==> src/rtl/fifo_fwft_prog_if.sv <==
// FWFT FIFO bus: write/read handshake, data, thresholds, status, errors.
// master = FIFO user (drives requests/thresholds); slave = FIFO.
interface fifo_fwft_prog_if #(
    parameter int WIDTH      = 8,
    parameter int DEPTH_LOG2 = 4
);
    logic                  flush;
    logic [WIDTH-1:0]      data_in;
    logic                  write;
    logic                  read;
    logic [WIDTH-1:0]      data_out;
    logic                  exists;
    logic                  full;
    logic [DEPTH_LOG2:0]   full_hi;
    logic [DEPTH_LOG2:0]   full_lo;
    logic [DEPTH_LOG2:0]   empty_thr;
    logic                  prg_full;
    logic                  prg_empty;
    logic [DEPTH_LOG2:0]   occupancy;
    logic                  err_clr;
    logic                  overflow;
    logic                  underflow;

    modport master (
        output flush, data_in, write, read,
        output full_hi, full_lo, empty_thr, err_clr,
        input  data_out, exists, full, prg_full, prg_empty,
        input  occupancy, overflow, underflow
    );

    modport slave (
        input  flush, data_in, write, read,
        input  full_hi, full_lo, empty_thr, err_clr,
        output data_out, exists, full, prg_full, prg_empty,
        output occupancy, overflow, underflow
    );
endinterface

==> src/rtl/fifo_fwft_prog.sv <==
// First-word-fall-through circular FIFO with programmable thresholds,
// flush and sticky errors. Ports: clk, rstn (sync active-low), bus (slave).
module fifo_fwft_prog #(
    parameter int WIDTH      = 8,
    parameter int DEPTH_LOG2 = 4
) (
    input  logic clk,
    input  logic rstn,
    fifo_fwft_prog_if.slave bus
);
    localparam int DEPTH = 2 ** DEPTH_LOG2;
    localparam logic [DEPTH_LOG2:0] DEPTH_C = (DEPTH_LOG2 + 1)'(DEPTH);

    logic [WIDTH-1:0]      r_mem [DEPTH];
    logic [DEPTH_LOG2-1:0] r_wr_ptr;
    logic [DEPTH_LOG2-1:0] r_rd_ptr;
    logic [DEPTH_LOG2:0]   r_occ;
    logic                  r_exists;
    logic                  r_full;
    logic                  r_prg_full;
    logic                  r_prg_empty;
    logic                  r_ovf;
    logic                  r_unf;

    logic                  w_rd;
    logic                  w_wr;
    logic [DEPTH_LOG2:0]   w_occ_nxt;
    logic                  w_pf_nxt;
    logic                  w_ovf_set;
    logic                  w_unf_set;

    // flush suppresses traffic and error detection for its cycle
    assign w_rd = bus.read & r_exists & ~bus.flush;
    assign w_wr = bus.write & (~r_full | bus.read) & ~bus.flush;

    assign w_ovf_set = bus.write & r_full & ~bus.read & ~bus.flush;
    assign w_unf_set = bus.read & ~r_exists & ~bus.flush;

    always_comb begin
        w_occ_nxt = r_occ;
        if (bus.flush) begin
            w_occ_nxt = '0;
        end else begin
            w_occ_nxt = r_occ + (DEPTH_LOG2 + 1)'(w_wr)
                              - (DEPTH_LOG2 + 1)'(w_rd);
        end
    end

    // hysteresis: set has priority when thresholds overlap
    always_comb begin
        w_pf_nxt = r_prg_full;
        if (w_occ_nxt >= bus.full_hi) begin
            w_pf_nxt = 1'b1;
        end else if (w_occ_nxt < bus.full_lo) begin
            w_pf_nxt = 1'b0;
        end
    end

    always_ff @(posedge clk) begin
        if (w_wr) begin
            r_mem[r_wr_ptr] <= bus.data_in;
        end
    end

    always_ff @(posedge clk) begin
        if (!rstn) begin
            r_wr_ptr    <= '0;
            r_rd_ptr    <= '0;
            r_occ       <= '0;
            r_exists    <= 1'b0;
            r_full      <= 1'b0;
            r_prg_full  <= 1'b0;
            r_prg_empty <= 1'b1;
            r_ovf       <= 1'b0;
            r_unf       <= 1'b0;
        end else begin
            if (bus.flush) begin
                r_wr_ptr   <= '0;
                r_rd_ptr   <= '0;
                r_prg_full <= 1'b0;
            end else begin
                if (w_wr) begin
                    r_wr_ptr <= r_wr_ptr + 1'b1;
                end
                if (w_rd) begin
                    r_rd_ptr <= r_rd_ptr + 1'b1;
                end
                r_prg_full <= w_pf_nxt;
            end
            r_occ       <= w_occ_nxt;
            r_exists    <= (w_occ_nxt != '0);
            r_full      <= (w_occ_nxt == DEPTH_C);
            r_prg_empty <= (w_occ_nxt <= bus.empty_thr);
            // a new error event wins over a clear in the same cycle
            if (w_ovf_set) begin
                r_ovf <= 1'b1;
            end else if (bus.err_clr) begin
                r_ovf <= 1'b0;
            end
            if (w_unf_set) begin
                r_unf <= 1'b1;
            end else if (bus.err_clr) begin
                r_unf <= 1'b0;
            end
        end
    end

    assign bus.data_out  = r_mem[r_rd_ptr];
    assign bus.exists    = r_exists;
    assign bus.full      = r_full;
    assign bus.prg_full  = r_prg_full;
    assign bus.prg_empty = r_prg_empty;
    assign bus.occupancy = r_occ;
    assign bus.overflow  = r_ovf;
    assign bus.underflow = r_unf;
endmodule
==> src/flat_wrapper.sv <==
// flat-port wrapper written by rule: the top's interface ports become plain ports
module fifo_fwft_prog_flat 
#(
    parameter int WIDTH      = 8,
    parameter int DEPTH_LOG2 = 4
)
  (clk, rstn, bus_flush, bus_data_in, bus_write, bus_read, bus_full_hi, bus_full_lo, bus_empty_thr, bus_err_clr, bus_data_out, bus_exists, bus_full, bus_prg_full, bus_prg_empty, bus_occupancy, bus_overflow, bus_underflow);
  fifo_fwft_prog_if #(.WIDTH(WIDTH), .DEPTH_LOG2(DEPTH_LOG2)) bus_i ();
  input  logic clk;
  input  logic rstn;
  input wire logic [$bits(bus_i.flush)-1:0] bus_flush;
  input wire logic [$bits(bus_i.data_in)-1:0] bus_data_in;
  input wire logic [$bits(bus_i.write)-1:0] bus_write;
  input wire logic [$bits(bus_i.read)-1:0] bus_read;
  input wire logic [$bits(bus_i.full_hi)-1:0] bus_full_hi;
  input wire logic [$bits(bus_i.full_lo)-1:0] bus_full_lo;
  input wire logic [$bits(bus_i.empty_thr)-1:0] bus_empty_thr;
  input wire logic [$bits(bus_i.err_clr)-1:0] bus_err_clr;
  output wire logic [$bits(bus_i.data_out)-1:0] bus_data_out;
  output wire logic [$bits(bus_i.exists)-1:0] bus_exists;
  output wire logic [$bits(bus_i.full)-1:0] bus_full;
  output wire logic [$bits(bus_i.prg_full)-1:0] bus_prg_full;
  output wire logic [$bits(bus_i.prg_empty)-1:0] bus_prg_empty;
  output wire logic [$bits(bus_i.occupancy)-1:0] bus_occupancy;
  output wire logic [$bits(bus_i.overflow)-1:0] bus_overflow;
  output wire logic [$bits(bus_i.underflow)-1:0] bus_underflow;
  assign bus_i.flush = bus_flush;
  assign bus_i.data_in = bus_data_in;
  assign bus_i.write = bus_write;
  assign bus_i.read = bus_read;
  assign bus_i.full_hi = bus_full_hi;
  assign bus_i.full_lo = bus_full_lo;
  assign bus_i.empty_thr = bus_empty_thr;
  assign bus_i.err_clr = bus_err_clr;
  assign bus_data_out = bus_i.data_out;
  assign bus_exists = bus_i.exists;
  assign bus_full = bus_i.full;
  assign bus_prg_full = bus_i.prg_full;
  assign bus_prg_empty = bus_i.prg_empty;
  assign bus_occupancy = bus_i.occupancy;
  assign bus_overflow = bus_i.overflow;
  assign bus_underflow = bus_i.underflow;
  fifo_fwft_prog #(.WIDTH(WIDTH), .DEPTH_LOG2(DEPTH_LOG2)) u_core (.clk(clk), .rstn(rstn), .bus(bus_i));
endmodule
==> config.mk <==
export PLATFORM = sky130hd
export DESIGN_NAME = fifo_fwft_prog_flat
export DESIGN_NICKNAME = d
export VERILOG_FILES = /design/src/rtl/fifo_fwft_prog_if.sv /design/src/rtl/fifo_fwft_prog.sv /design/src/flat_wrapper.sv
export SDC_FILE = /design/constraint.sdc
export NUM_CORES = 1
export LEC_CHECK = 0
export ABC_AREA = 1
export CORE_ASPECT_RATIO = 1.4
export CORE_MARGIN = 8
export CORE_UTILIZATION = 47
export CTS_CLUSTER_SIZE = 16
export DETAILED_ROUTE_END_ITERATION = 8
export PLACE_DENSITY = 0.69
export RECOVER_POWER = 25
export SKIP_LAST_GASP = 1
export SLEW_MARGIN = 25
export SYNTH_ARGS = -nofsm -noshare
export SYNTH_HDL_FRONTEND = slang
export SYNTH_SLANG_ARGS = --single-unit
==> constraint.sdc <==
create_clock -name clk -period 3.3 [get_ports clk]
set_input_delay 0.66 -clock clk [delete_from_list [all_inputs] [get_ports clk]]
set_output_delay 0.66 -clock clk [all_outputs]
set_load 0.05 [all_outputs]
* Word level (Yosys, flattened, before mapping)
Memories as Yosys holds them, arrays and structs flattened. A register that Yosys moved wholly into a read port is not among the register bits.
Index checks and enable logic that the tools add are counted.
** Operators by class
- Bitwise gates (word level) :: 15
- Reduce and logical (&&, ||, !) cells :: 5
- Equality and inequality tests :: 1
- Add/subtract/negate cells :: 4
- Mux-type cells :: 10
- Order comparisons :: 3
** Operators by type and width (count)
- 1-bit bitwise AND :: 9
- 4-bit by 1-bit adder with 4-bit output, second input constant :: 2
- 4-bit two-way mux :: 2
- 1-bit two-way mux :: 7
- 2-bit nonzero test :: 3
- 5-bit by 1-bit adder with 5-bit output :: 1
- 5-bit == test, second input constant :: 1
- 5-bit greater-or-equal comparator :: 1
- 5-bit less-or-equal comparator :: 1
- 5-bit less-than comparator :: 1
- 5-bit two-way mux :: 1
- 1-bit inverter :: 5
- 5-bit nonzero test :: 1
- 5-bit by 1-bit subtractor with 5-bit output :: 1
- 2-bit OR reduction :: 1
- 1-bit bitwise OR :: 1
** Storage, ports and cells
- Memories kept :: 1
- Flip-flop bits (word level) :: 19
- Word-level logic and storage cells :: 48
- RAM bits :: 128
- Output and inout port bits :: 19
- Input bits :: 29
** Memories
- u_core.r_mem :: words 16, bits a word 8, read ports 1, clocked after memory_dff 1, wr ports 1, RTL line fifo_fwft_prog.sv:14 : logic [WIDTH-1:0] r_mem [DEPTH];

* Logic depth before layout (Yosys ltp)
- Depth after elaboration :: 10
- Gate-level depth with buffers :: 18
- Gate-level depth less buffers :: 18

* Worst setup path before layout
OpenSTA, ideal clock, no wires.
- Path kind :: input to register
- From :: input port bus_flush
- To :: register u_core.r_prg_full, in the netlist u_core.bus.prg_full
- Stages on the path :: 18
- Arrival :: 2.725 ns
- Setup slack :: 0.505 ns
- Setup time :: 0.070 ns
- Data required time :: 3.230 ns
- Path buffers :: 0
- Cells stage by stage :: inv_2 -> nand3_1 -> or2_2 -> nand2_1 -> ha_1 -> fa_1 -> nand3_1 -> nand2_1 -> nand2_1 -> nand3_1 -> inv_1 -> ha_1 -> nand2_1 -> nor2_1 -> nand2_1 -> nand3_1 -> nand2_1 -> a21oi_1
** Between the ends
- Word-level cells in the longest chain between the ends :: 7
- Elaborated cells between the ends (all ways) :: 11
- Those cells by class :: add/sub: 2; order compare: 2; mux: 2; bitwise: 3; reduce/logical: 2
** Ends and longest elaborated chain
- from (decl) :: RTL line flat_wrapper.sv:11 : input wire logic [$bits(bus_i.flush)-1:0] bus_flush;
- 1-bit inverter :: RTL line fifo_fwft_prog.sv:33, fifo_fwft_prog.sv:34
- 1-bit bitwise AND :: RTL line fifo_fwft_prog.sv:34 : assign w_wr = bus.write & (~r_full | bus.read) & ~bus.flush;
- 5-bit by 1-bit adder with 5-bit output :: RTL line fifo_fwft_prog.sv:44 : w_occ_nxt = r_occ + (DEPTH_LOG2 + 1)'(w_wr)
- 5-bit by 1-bit subtractor with 5-bit output :: RTL line fifo_fwft_prog.sv:45 : - (DEPTH_LOG2 + 1)'(w_rd);
- 5-bit two-way mux * :: RTL line fifo_fwft_prog.sv:41 : if (bus.flush) begin
- net u_core.w_occ_nxt[4] :: RTL line fifo_fwft_prog.sv:27 : logic [DEPTH_LOG2:0] w_occ_nxt;
- 5-bit greater-or-equal comparator / 5-bit less-than comparator (equally long branches) :: RTL line fifo_fwft_prog.sv:52, fifo_fwft_prog.sv:54
- 1-bit two-way mux / 2-bit nonzero test (equally long branches)
- to (signal assigned) :: RTL line fifo_fwft_prog.sv:88 : r_prg_full <= w_pf_nxt;
- to (decl) :: RTL line fifo_fwft_prog.sv:20 : logic r_prg_full;
The timed path passes the listed nets; every way through them passes the cells marked *.
A chain may end at the register's enable or synchronous reset.

* Worst setup path in the final report
Same ends and word-level chain as after synthesis.

==> impl_metrics.toml <==
[status]
status = "finished, final reports clean"

[finish]
finalNetCount = 769
post_route_cells_drive_above_1_share_pct = 10.43
area_growth_pct = 21.82
n_fill_cell = 1173
multi_input_area_um2 = 1986
antenna_cells = 0
design_area_um2 = 8139
seq_area_um2 = 4305

[synth]
async_flop_share_pct = 0
synth_cell_types = 26
synth_area_per_cell_um2 = 10.39
syn_inst = 643
synth_nets = 696
synth_ff_type = "edfxtp_1"
synth_seq_area_share_pct = 64.42
syn-cell-area_um2 = 6681
synth-seq-cells = 151
synth_top_area_share_pct = 57.53
synth.yosys.warnings = 0
synth-edff-count = 128
yosysTopAreaCell = "edfxtp_1"
synthTopCellsByArea = "edfxtp_1 58%, nand2_1 7.6%, dfxtp_1 6.9%"

[power]
power_density_nw_per_um2 = 585.2
ir_worst_vdd_uv = 346.9
power_leakage_nw = 3.211

[clock_network]
clock_latency_ns = 0.41
cts_max_path_buffers = 2
cts_buffers = 17
clock_sinks = 151
htree_num_levels = 4
cts_tree = "yes"
cts_resized = 0
postCtsSetupBuffers = 0
cts_hold_buf = 0
clkTransAtPathRegs_ns = 0.06
clk_root_buffer_cell = "clkbuf_16"

[sta]
slew_headroom_pct = 50.12
fin_crit_ns = 3.106
setup_viol = 0
hold_viol_final = 0
clock_skew_ns = 0.006265
rsz0062_at_grt = "false"
setup_ws_ns = 0.1944
drv_slew = 0
min_period_over_period_pct = 94.11
fmax_mhz = 322.0
tightest_slew_ns = 0.7471

[detailed_routing]
antenna_left = 0
post-route-drc-count = 0
viasPerCell = 5.254
wl_um = 15640
wl_per_cell_um = 17.11
dr.pass1.iters = 4
drt_iter0_drc = 356
dr_total_vias = 4802

[floorplan]
die_h_um = 157.1
initial_core_util_pct = 48.03
core-area_um2 = 13910
die-area_um2 = 18340
pin_count = 48
num_rows = 51
fp.dieW_um = 116.8

[setup_path]
r2r-start = "u_core.bus.exists"
worstSetupPathType = "primary input to flop"
rrSetupSlack_ns = 0.62
cp-start-kind = "primary input"
worstPathArrival_ns = 3.39
rr_worst_depth = 17
critPathMaxFanout = 3
critPathCaptureType = "flop"
reg2reg_to = "u_core.bus.prg_full"
required_ns = 3.59
crit_path_start = "bus_flush"
endpoint = "u_core.bus.prg_full"

[placed_design]
pre_cts_ws_ns = -0.1894
dpl_cell_area_um2 = 7466
portBuffers = 47
place_congestion = 0.8781
hpwl_um = 10570

[job]
maxCapViolCount = 0

[global_routing]
grt_util_all_layers_pct = 18.14
grt_pass1_vias = 4820
antenna_found_initial = 0
grt_pass1_wl_um = 24860
overflow = 0
grt_max_degree = 45

[hold_path]
hp-class = "flop to flop"
-- layout make-up --
| class | instances | area share [%] |
|---|---|---|
| multi-input combinational | 401 | 24.40 |
| sequential | 151 | 52.90 |
| clock inverter | 15 | 3.044 |
| clock buffer | 17 | 5.227 |
| inverter | 68 | 3.136 |
| timing repair buffer | 77 | 8.455 |
| tap | 185 | 2.844 |
-- cells by family (layout without fill, tap and decap cells) --
family          count (synthesis)  count (layout)  share of synthesized area (%)
simple gates                  302             302                          18.39
compound gates                 74              74                          6.592
buf+inv                        91             177                          5.861
fa+ha+maj                      24              24                          4.607
flops                         151             151                          64.42
xor+xnor                        1               1                         0.1311
-- synthesized netlist by cell type (all sizes together) (3+ instances only) --
master / number
clkbuf: 4
edfxtp: 128
nor2: 96
nand3: 61
ha: 23
dfxtp: 23
nand2: 136
a21oi: 17
nor3: 3
nand4: 5
o211ai: 18
inv: 68
buf: 19
o21ai: 37
-- how the worst min path moves through the flow --
| stage | from | end | slack (ns) | cells past startpoint |
|---|---|---|---|---|
| 2_1_floorplan | u_core.r_rd_ptr[3] | flop | 0.45 | 2 |
| 3_3_place_gp | u_core.bus.overflow | u_core.bus.overflow | 0.46 | 2 |
| 3_5_place_dp | u_core.bus.prg_full | u_core.bus.prg_full | 0.47 | 2 |
| 4_1_cts | u_core.bus.prg_full | u_core.bus.prg_full | 0.48 | 2 |
| 5_1_grt | u_core.bus.prg_full | u_core.bus.prg_full | 0.50 | 2 |
| 6_report | u_core.bus.prg_full | u_core.bus.prg_full | 0.48 | 2 |
-- flip-flops by register name, summed over array words and instances, names as in the netlist, named ones only --
signal                cells
u_core.bus.occupancy      5
u_core.bus.prg_full       1
u_core.bus.full           1
u_core.r_wr_ptr           4
u_core.r_rd_ptr           4
u_core.bus.exists         1
u_core.bus.underflow      1
u_core.bus.prg_empty      1
u_core.bus.overflow       1
u_core.r_mem            128
-- power breakdown --
| part | internal [mW] | switching, mW |
|---|---|---|
| sequential | 2.09 | 0.0179 |
| clock | 1.42 | 0.752 |
| combinational | 0.167 | 0.310 |
| total | 3.68 | 1.08 |
-- cells in the final DEF (no fill, tap or decap), types with 3 or more instances in the layout --
cell and n:
nor3_1 3, o211ai_1 16, bufinv_16 6, inv_6 3
clkbuf_16 17, o21ai_1 6, nand2_1 136, clkdlybuf4s50_1 34
o21ai_0 31, nand3_1 61, clkinv_4 3, edfxtp_1 128
nor2_1 96, a21oi_1 16, inv_2 3, buf_4 37
dlygate4sd3_1 5, nand4_1 5, dfxtp_1 22, inv_1 65
ha_1 23
-- routing by layer --
layer / vias to the layer above / global-route usage, % / routed length, um
met1: 2312 / 18.55 / 5877
met5: - / 0 / 0
met4: 0 / 8.078 / 302
li1: 2329 / - / -
met3: 18 / 4.563 / 844
met2: 143 / 33.57 / 8612
-- critical path, stage by stage --
cell,delay [ns]
clkdlybuf4s50_1,0.50
inv_2,0.04
nand3_1,0.11
or2_2,0.17
nand2_1,0.06
ha_1,0.22
fa_1,0.42
nand3_1,0.13
nand2_1,0.06
nand2_1,0.08
nand3_1,0.08
inv_1,0.15
ha_1,0.29
nand2_1,0.09
inv_1,0.04
nand2_1,0.06
nand3_1,0.07
nor2_1,0.10
a21oi_1,0.07
-- through the flow --
stage / util (%) / hold WS, ns / setup TNS, ns / instances / power, mW
floorplan: - / 0.4489 / 0 / 643 / 2.445
global placement: 53.67 / 0.4603 / -0.06082 / 882 / 2.612
detailed placement: 53.67 / 0.4696 / -0.2495 / 882 / 2.627
CTS: 58.51 / 0.4815 / 0 / 914 / 4.797
global route: 58.51 / 0.4992 / 0 / 914 / 4.921
finish: 58.51 / 0.4753 / 0 / 914 / 4.763
(Power assumes the default switching activity.)
